<file path="src/rtl/i2s_audio_tx.sv">
// i2s_audio_tx: stereo PCM to I2S serialiser with a one-entry holding buffer.
// Optional build macro: I2S_LEFT_JUSTIFIED_EN selects left-justified framing
// (no one-BCK data delay); undefined gives standard I2S.
module i2s_audio_tx #(
    parameter int SAMPLE_W     = 16,
    parameter int BCK_HALF_DIV = 9
) (
    input  logic                clk,
    input  logic                reset_n,
    input  logic [SAMPLE_W-1:0] sample_l,
    input  logic [SAMPLE_W-1:0] sample_r,
    input  logic                sample_valid,
    output logic                sample_ready,
    output logic                i2s_bck,
    output logic                i2s_lrck,
    output logic                i2s_data,
    output logic                frame_start,
    output logic                underrun
);

    localparam int DIV_W = (BCK_HALF_DIV > 1) ? $clog2(BCK_HALF_DIV) : 1;
    localparam logic [DIV_W-1:0] DIV_TC = DIV_W'(BCK_HALF_DIV - 1);

    logic [1:0]          r_rst_sync;
    logic                w_rst_n;

    logic [DIV_W-1:0]    r_div_cnt;
    logic                r_bck;
    logic [5:0]          r_bit_cnt;
    logic                r_lrck;
    logic                r_data;
    logic [63:0]         r_shift;
    logic [63:0]         r_frame_prev;
    logic                r_frame_start;
    logic                r_underrun;

    logic [SAMPLE_W-1:0] r_buf_l;
    logic [SAMPLE_W-1:0] r_buf_r;
    logic                r_full;
    logic                r_ready;

`ifndef I2S_LEFT_JUSTIFIED_EN
    logic                r_delay;
`endif

    logic                w_div_tc;
    logic                w_fall;
    logic                w_load;
    logic [5:0]          w_bit_next;
    logic [31:0]         w_slot_l;
    logic [31:0]         w_slot_r;
    logic [63:0]         w_frame_new;
    logic [63:0]         w_shift_src;
    logic                w_accept;
    logic                w_full_next;

    // Reset assertion is immediate; release is held off two clk edges.
    always_ff @(posedge clk or negedge reset_n) begin
        if (!reset_n) r_rst_sync <= 2'b00;
        else          r_rst_sync <= {r_rst_sync[0], 1'b1};
    end

    assign w_rst_n = r_rst_sync[1];

    assign w_div_tc   = (r_div_cnt == DIV_TC);
    assign w_fall     = w_div_tc && r_bck;
    assign w_load     = w_fall && (r_bit_cnt == 6'd63);
    assign w_bit_next = r_bit_cnt + 6'd1;

    // Samples sit MSB-aligned in their 32-bit slot with zero padding below.
    assign w_slot_l    = 32'(r_buf_l) << (32 - SAMPLE_W);
    assign w_slot_r    = 32'(r_buf_r) << (32 - SAMPLE_W);
    assign w_frame_new = r_full ? {w_slot_l, w_slot_r} : r_frame_prev;
    assign w_shift_src = w_load ? w_frame_new : r_shift;

    // A collision with a frame load still sees the buffer empty; the new pair
    // waits for the following frame.
    assign w_accept    = sample_valid && r_ready;
    assign w_full_next = w_accept ? 1'b1 : (w_load ? 1'b0 : r_full);

    // BCK half-period divider.
    always_ff @(posedge clk or negedge w_rst_n) begin
        if (!w_rst_n) begin
            r_div_cnt <= '0;
            r_bck     <= 1'b0;
        end else if (w_div_tc) begin
            r_div_cnt <= '0;
            r_bck     <= ~r_bck;
        end else begin
            r_div_cnt <= r_div_cnt + DIV_W'(1);
        end
    end

    // Bit position, word select and serial data all advance on BCK falls.
    always_ff @(posedge clk or negedge w_rst_n) begin
        if (!w_rst_n) begin
            r_bit_cnt    <= 6'd63;
            r_lrck       <= 1'b0;
            r_data       <= 1'b0;
            r_shift      <= '0;
            r_frame_prev <= '0;
`ifndef I2S_LEFT_JUSTIFIED_EN
            r_delay      <= 1'b0;
`endif
        end else if (w_fall) begin
            r_bit_cnt <= w_bit_next;
            r_lrck    <= w_bit_next[5];
            r_shift   <= {w_shift_src[62:0], 1'b0};
`ifdef I2S_LEFT_JUSTIFIED_EN
            r_data    <= w_shift_src[63];
`else
            r_data    <= r_delay;
            r_delay   <= w_shift_src[63];
`endif
            if (w_load) r_frame_prev <= w_frame_new;
        end
    end

    // Frame-level status pulses, aligned with the shifter load.
    always_ff @(posedge clk or negedge w_rst_n) begin
        if (!w_rst_n) begin
            r_frame_start <= 1'b0;
            r_underrun    <= 1'b0;
        end else begin
            r_frame_start <= w_load;
            r_underrun    <= w_load && !r_full;
        end
    end

    // One-entry holding buffer; ready mirrors emptiness of the buffer.
    always_ff @(posedge clk or negedge w_rst_n) begin
        if (!w_rst_n) begin
            r_buf_l <= '0;
            r_buf_r <= '0;
            r_full  <= 1'b0;
            r_ready <= 1'b1;
        end else begin
            r_full  <= w_full_next;
            r_ready <= !w_full_next;
            if (w_accept) begin
                r_buf_l <= sample_l;
                r_buf_r <= sample_r;
            end
        end
    end

    assign sample_ready = r_ready;
    assign i2s_bck      = r_bck;
    assign i2s_lrck     = r_lrck;
    assign i2s_data     = r_data;
    assign frame_start  = r_frame_start;
    assign underrun     = r_underrun;

endmodule

</file>
<file path="config.mk">
export PLATFORM = sky130hd
export DESIGN_NAME = i2s_audio_tx
export DESIGN_NICKNAME = d
export VERILOG_FILES = /design/src/rtl/i2s_audio_tx.sv
export SDC_FILE = /design/constraint.sdc
export NUM_CORES = 1
export LEC_CHECK = 0
export ABC_AREA = 1
export CAP_MARGIN = 20
export CORE_MARGIN = 4
export CORE_UTILIZATION = 30
export DETAILED_ROUTE_END_ITERATION = 10
export PLACE_DENSITY = 0.53
export SKIP_LAST_GASP = 1
export SLEW_MARGIN = 0
export SYNTH_ARGS = -nofsm -noshare
export SYNTH_HDL_FRONTEND = slang
export SYNTH_SLANG_ARGS = --single-unit
</file>
<file path="constraint.sdc">
create_clock -name clk -period 5.25 [get_ports clk]
set_input_delay 1.3125 -clock clk [delete_from_list [all_inputs] [get_ports clk]]
set_output_delay 1.3125 -clock clk [all_outputs]
set_load 0.02 [all_outputs]
</file>
# ---- Word-level counts from Yosys, hierarchy flattened
# Cells that the tools add are included.
dict set report word_totals {
  regBits 179
  latch_bits 0
  ram_bits 0
  romBits 0
  in_bits 35
  out_inout_bits 6
  word_cells 32
  n_memories 0
}
dict set report op_classes {
  add_sub_neg 2
  mul 0
  n_div 0
  magnitude_cmp 0
  n_eq_ne 2
  shift 0
  muxes 5
  bitwise 1
  n_reduce_logical 7
}
# op count
set ops {}
lappend ops {{$mux W64} 2}
lappend ops {{$add A6 B1 Y6 const B} 1}
lappend ops {{$eq A6 B6 Y1 const B} 1}
lappend ops {{$add A4 B1 Y4 const B} 1}
lappend ops {{$eq A4 B4 Y1 const B} 1}
lappend ops {{$logic_and A1 B1 Y1} 4}
lappend ops {{$mux W4} 1}
lappend ops {{$logic_not A1 Y1} 2}
lappend ops {{$mux W1} 2}
lappend ops {{$reduce_and A2 Y1} 1}
lappend ops {{$not A1 Y1} 1}

# ---- Logic depth before layout (Yosys ltp)
# Gate-level depths: netlist of run 1.
dict set report depth {
  depth_word 6
  ltp_mapped 9
  depth_no_buf 8
}

# ---- Worst setup path after synthesis of run 1
# OpenSTA, ideal clock, no wires.
dict set report synth_path {
  path_kind {input-to-reg}
  start {input port sample_valid}
  end {register r_buf_l[0]}
  setup_time_ps 125
  arrival_time_ps 2012
  t_required_ps 5125
  path_slack_ps 3114
  path_stages 3
  path_buffers 1
  cell_sequence {nand2_1 -> buf_2 -> mux2_2}
}
dict set report synth_between {
  elab_chain_len 1
}
# item line
set synth_lines {}
lappend synth_lines {{start: declaration} 12} ;# input logic sample_valid,
lappend synth_lines {{$logic_and A1 B1 Y1} 78} ;# assign w_accept = sample_valid && r_ready;
lappend synth_lines {{end signal: assignment} 141} ;# r_buf_l <= sample_l;
lappend synth_lines {{end: declaration} 37} ;# logic [SAMPLE_W-1:0] r_buf_l;
# No other way between the ends.
# A chain may end at the register's enable or synchronous reset.

# ---- Worst setup path in the final report of run 1
dict set report layout_path {
  start {register r_bit_cnt[0]}
  end {register r_frame_prev[3]}
}
dict set report layout_between {
  elab_chain_len 3
}
# item line
set layout_lines {}
lappend layout_lines {{start: declaration} 29} ;# logic [5:0] r_bit_cnt;
lappend layout_lines {{start signal: assignment} 106} ;# r_bit_cnt <= w_bit_next;
lappend layout_lines {{$eq A6 B6 Y1} 67} ;# assign w_load = w_fall && (r_bit_cnt == 6'd63);
lappend layout_lines {{$logic_and A1 B1 Y1} 67}
lappend layout_lines {{$reduce_and A2 Y1 (no source line)} --}
lappend layout_lines {{end signal: assignment} 115} ;# if (w_load) r_frame_prev <= w_frame_new;
lappend layout_lines {{end: declaration} 33} ;# logic [63:0] r_frame_prev;
# No other way between the ends.

==> reports/qor.yml, run 1 <==
final_layout:
  drive_gt1_share_pct: 10.9
  area_growth_pct: 16.3
  design_area_sq_um: 9000
  antenna_cells_inserted: 0
  instances_no_fill: 1242
  fin_util_pct: 35.6
  nets: 937
  fill_cells: 2614
cts:
  clock_latency_ns: 0.43
  cts-root-buf: "clkbuf_16"
  post-cts-setup-buffer-count: 0
  cts_tree: "yes"
  cts_hold_buffers: 0
  cts_buffer_depth: 2
  cts-resized-gates: 0
  path_clk_slew_ns: 0.07
  cts_buffers: 17
  clock_sinks: 179
  h-tree-depth: 4
yosys:
  synthesis.nets: 913
  synth_top_cell_by_area: "dfrtp_1"
  synth_area_leaders: "dfrtp_1 56%, nand2_1 11%, inv_1 6.2%"
  yosysTopAreaCellShare_pct: 55.6
  avgSynthCellArea_sq_um: 8.84
  synthCells: 875
  synth_common_cells: "236 x nand2_1, 172 x dfrtp_1, 127 x inv_1, 96 x nor2_1, 52 x o21ai_0"
  synthFlopType: "dfrtp_1"
  synth_edf_count: 0
  ys_async_sr_fraction_pct: 100
  ys_types: 28
  ys_seq_area_share_pct: 58.0
  synth_most_common_cell: "nand2_1"
  synth_warnings: 0
  syn_area_sq_um: 7740
  synth-seq-cells: 179
critical_path:
  crit_fanout: 36
  required_ns: 5.55
  endpoint_kind: "flop"
  rrSetupSlack_ns: 1.91
  crit_path_start_kind: "flop"
  critPathArrivalTime_ns: 3.64
  setup.worst_path.class: "flop to flop"
pwr:
  ir_drop_mv: 0.188
  swShare_pct: 21.6
  clock_power_share_pct: 47.2
  p_leak_nw: 4.52
  p_sw_uw: 587
  combPwrFrac_pct: 1.6
  total_power_mw: 2.71
  power.share.sequential_pct: 51.2
  power_density_nw_per_um2: 302
  p_int_mw: 2.13
detailed_routing:
  wl_microns: 14800
  vias: 5280
  wire_per_inst_microns: 11.9
  drtIter0Drc: 411
  ant_nets: 0
  drc_errors: 0
  drt-vias-per-instance: 4.25
  drtPass1Iterations: 4
grt:
  grt_max_degree: 114
  overflow: 0
  antenna_found_initial: 0
  gr-usage-met1_pct: 14.7
  grt_pass1_vias: 5448
  use_met3_pct: 2.50
  met2_usage_pct: 18.4
  busiest_layer: "met2"
  gr-usage-all-layers_pct: 11.1
  grt_pass1_wl_microns: 26000
floorplan:
  fp.dieArea_sq_um: 28400
  core.rowCount: 58
  core_area_sq_um: 25300
  start_util_pct: 30.6
  dieWidth_microns: 169
  die_height_microns: 169
  num_io_pins: 41
sta:
  finalCritPeriodShare_pct: 63.6
  tns_ns: 0
  rsz0062_at_grt: "no"
  setup_viol: 0
  hold_viol: 0
  fin_worst_skew_ns: 0.0150
  fmax_ghz: 0.299
  layout_setup_ws_ns: 1.91
  slew_headroom_pct: 39.5
  worstMarginPinSlew_ns: 0.907
  timing.final.crit_period_ns: 3.34
  slew_viol_final: 0
  timing.hold.ws_ns: 0.351
placed_design:
  dp_hpwl_microns: 8610
  portBuffers: 40
  dp_cells: 1210
  gp_congestion: 0.705
  pre_cts_slack_ns: 1.86
  placed_area_sq_um: 8410
run:
  cap_viol_max_count: 0
min_path:
  worstHoldPathType: "flop to flop"
run_status:
  outcome: "complete, no violations"
==> critical path: stages, from the launching register on <==
cell	delay, ns
dfstp_2	0.55
ha_1	0.20
nand3_2	0.12
nor2_4	0.67
nand2_2	0.63
nor2_2	0.61
buf_4	0.35
nor2_1	0.08
==> cell usage in the layout (no fill, tap or decap), types with 9 or more instances in the layout <==
| cell type | n |
|---|---|
| nand2_1 | 236 |
| inv_1 | 127 |
| a21oi_2 | 9 |
| mux2_2 | 32 |
| dfrtp_1 | 170 |
| clkdlybuf4s50_1 | 40 |
| clkbuf_16 | 17 |
| nand3_1 | 31 |
| a21oi_1 | 31 |
| o21ai_0 | 52 |
| nor2_1 | 95 |
==> cell families after synthesis <==
| kind of cell | count (synthesis) | share of synthesized area, % |
|---|---|---|
| xor+xnor | 6 | 0.679 |
| buf+inv | 172 | 9.17 |
| other cells | 1 | 0.0485 |
| compound gates | 104 | 7.39 |
| simple gates | 378 | 19.6 |
| mux | 32 | 4.66 |
| flops | 179 | 58.0 |
| fa+ha+maj | 3 | 0.485 |
==> sequential cells by signal (all words and copies together) (netlist names) <==
signal / cells
r_frame_prev: 64
r_shift: 63
i2s_lrck: 1
r_full: 1
sample_ready: 1
i2s_bck: 1
underrun: 1
r_div_cnt: 4
r_bit_cnt: 6
r_delay: 1
frame_start: 1
r_buf_l: 16
r_rst_sync: 2
i2s_data: 1
r_buf_r: 16
==> final timing paths <==
path	cells past startpoint	start	to
setup / recovery	7	r_bit_cnt[0]$_DFFE_PN1P_	r_frame_prev[3]$_DFFE_PN0P_
min in group asynchronous	0	r_rst_sync[1]$_DFF_PN0_	r_frame_prev[19]$_DFFE_PN0P_
setup reg to reg	7	r_bit_cnt[0]$_DFFE_PN1P_	r_frame_prev[3]$_DFFE_PN0P_
hold reg to reg	0	r_rst_sync[0]$_DFF_PN0_	r_rst_sync[1]$_DFF_PN0_
hold / removal	0	r_rst_sync[0]$_DFF_PN0_	r_rst_sync[1]$_DFF_PN0_
max in group asynchronous	1	r_rst_sync[1]$_DFF_PN0_	r_full$_DFF_PN0_
==> power by group through the flow <==
stage          sequential, mW  combinational (mW)  clock (mW)
2_1_floorplan            1.43            0.000332           0
3_3_place_gp             1.42              0.0456           0
3_5_place_dp             1.42              0.0452           0
4_1_cts                  1.39              0.0455        1.32
5_1_grt                  1.39              0.0490        1.38
6_report                 1.39              0.0432        1.28
==> layout make-up <==
cell class              count  area, sq um  share of cell area [%]
clock inverters            12          144                    1.60
well taps                 330          413                    4.59
multi-input cells         524         2550                    28.3
clock buffers              20          447                    4.96
flip-flops and latches    179         4490                    49.9
repair buffers             48          473                    5.25
inverters                 129          484                    5.38
==> layer usage <==
layer  vias up  part of all wire (%)
met1      2502                    51
met4         0                   1.1
met2        53                    46
li1       2716                     -
met3         9                   2.6
met5         -                     0
Power figures use the tool's default switching activity.
==> inputs of run 2 (changes only) <==
==> constraint.sdc (replaced) <==
create_clock -name clk -period 2.8 [get_ports clk]
set_input_delay 0.7 -clock clk [delete_from_list [all_inputs] [get_ports clk]]
set_output_delay 0.7 -clock clk [all_outputs]
set_load 0.02 [all_outputs]
==> run 2 against run 1 <==
Via count grew 0.47%. Final area increased by 0.90%. Largest cell class unchanged. Sequential power is 87% higher. Clock power is 82% higher. Utilization rose by 0.32 points. First-iteration DRC count shrank 28%. Sequential share of layout area shrank 0.45 points.
==> reports/qor.yml, run 2 (synthesized netlist as in run 1, its figures left out) <==
critical_path:
  crit_chain: "clkdlybuf4s50_1"
  reg2regPathDepth: 8  # +1
  path_buf_inv: 1  # unchanged
  crit_path_start_kind: "flop"
  rrSetupSlack_ns: 0.84  # -1.07 ns
  crit_fanout: 2  # -94%
  r2r_start: "r_bit_cnt[0]$_DFFE_PN1P_"
  setup.worst_path.class: "flop to primary output"
  crit_family: "buffers and inverters"
  endpoint_kind: "primary output"
  r2r-end: "r_frame_prev[33]$_DFFE_PN0P_"
  required_ns: 2.10  # -3.45 ns
  critPathArrivalTime_ns: 1.57  # -2.07 ns
  slowest_stage: "clkdlybuf4s50_1"
  cpPeakStageDelay_ns: 0.60  # -0.07 ns
sta:
  timing.final.crit_period_ns: 2.27
  rsz0062_at_grt: "no"
  timing.hold.ws_ns: 0.337  # -0.0136 ns
  fmax_ghz: 0.441
  hold_viol: 0  # unchanged
  slew_viol_final: 0  # unchanged
  layout_setup_ws_ns: 0.533  # -1.38 ns
  fin_worst_skew_ns: 0.0160  # +0.000979 ns
  tns_ns: 0  # unchanged
  worstMarginPinSlew_ns: 0.586  # -0.321 ns
  finalCritPeriodShare_pct: 81.0
  setup_viol: 0  # unchanged
  slew_headroom_pct: 60.9  # +21 points
cts:
  cts-resized-gates: 0  # unchanged
  cts_buffer_depth: 2  # unchanged
  cts_tree: "yes"
  cts_buffers: 17  # unchanged
  path_clk_slew_ns: 0.08  # about the same
  h-tree-depth: 4  # unchanged
  clock_latency_ns: 0.43  # about the same
  cts-root-buf: "clkbuf_16"
  cts_hold_buffers: 0  # unchanged
  post-cts-setup-buffer-count: 0  # unchanged
  clock_sinks: 179  # unchanged
placed_design:
  dp_cells: 1220  # +0.83%
  portBuffers: 40  # unchanged
  pre_cts_slack_ns: 0.662  # -1.19 ns
  gp_congestion: 0.717  # +1.7%
  dp_hpwl_microns: 8750  # +1.6%
  placed_area_sq_um: 8500  # +1.0%
grt:
  overflow: 0  # unchanged
  gr-usage-all-layers_pct: 11.3  # +0.15 points
  grt_max_degree: 73  # -36%
  grt_pass1_wl_microns: 26600  # +2.0%
  grt_pass1_vias: 5523  # +1.4%
  antenna_found_initial: 0  # unchanged
pwr:
  ir_drop_mv: 0.248  # +32%
  p_leak_nw: 4.57  # +1.0%
  power_density_nw_per_um2: 552  # +83%
  total_power_mw: 5.02  # +85%
detailed_routing:
  drtPass1Iterations: 4  # unchanged
  wl_microns: 14700  # -0.95%
  vias: 5305  # +0.47%
  wire_per_inst_microns: 11.7  # -1.7%
  drt-vias-per-instance: 4.24  # -0.33%
  drc_errors: 0  # unchanged
  drtIter0Drc: 297  # -28%
  ant_nets: 0  # unchanged
final_layout:
  antenna_cells_inserted: 0  # unchanged
  nets: 947  # +1.1%
  drive_gt1_share_pct: 12.0  # +1.2 points
  final_common_cell: "nand2_1"
  area_growth_pct: 17.4
  final_cell_mix: "236 x nand2_1, 170 x dfrtp_1, 127 x inv_1"
  largest_register_ffs: 64  # unchanged
  largestRegisters: "r_frame_prev: 64 flops, r_shift: 63 flops"
  design_area_sq_um: 9080  # +0.90%
  top_register: "r_frame_prev"
  instances_no_fill: 1252  # +0.81%
  fin_util_pct: 36.0  # +0.32 points
floorplan:
  die_height_microns: 169  # unchanged
  dieWidth_microns: 169  # unchanged
  start_util_pct: 30.6  # unchanged
  num_io_pins: 41  # unchanged
  fp.dieArea_sq_um: 28400  # unchanged
  core.rowCount: 58  # unchanged
  core_area_sq_um: 25300  # unchanged
run_status:
  outcome: "complete, no violations"
min_path:
  worstHoldPathType: "flop to asynchronous set/reset pin"
run:
  cap_viol_max_count: 0  # unchanged
-- run 2: area by class of cell --
type                    count  area (sq um)
fillers                  2639         16200
flip-flops and latches    179          4490
multi-input cells         524          2550
repair buffers             58           561
inverters                 129           484
clock buffers              17           425
well taps                 330           413
clock inverters            15           159
-- run 2: how the worst max path moves through the flow --
stage                              end                    start  cells after the start
6_report                  sample_ready   sample_ready$_DFF_PN1_                      1
5_1_grt                   sample_ready   sample_ready$_DFF_PN1_                      1
4_1_cts                   sample_ready   sample_ready$_DFF_PN1_                      1
3_5_place_dp   r_buf_r[11]$_DFFE_PN0P_             sample_valid                      4
3_3_place_gp    r_buf_r[8]$_DFFE_PN0P_             sample_valid                      4
2_1_floorplan    frame_start$_DFF_PN0_  r_rst_sync[1]$_DFF_PN0_                      0
-- run 2: worst reg2reg max path: cells and delay by family (launching register included) --
kind          cells  cell delay (ns)
flops             1             0.56
fa+ha+maj         1             0.21
buf+inv           2             0.44
simple gates      5             0.63
-- run 2: power breakdown --
part	internal, mW	total, mW	switching, mW
Sequential	2.59	2.60	0.0123
Combinational	0.0468	0.0903	0.0435
Clock	1.20	2.33	1.13
-- run 2: per-layer routing --
layer  track usage (%)  wire [microns]  vias up
li1                  -               -     2741
met1              15.1            7350     2500
met2              18.4            6740       51
met3              2.27             417       13
met4              3.67             187        0
met5                 0               0        -
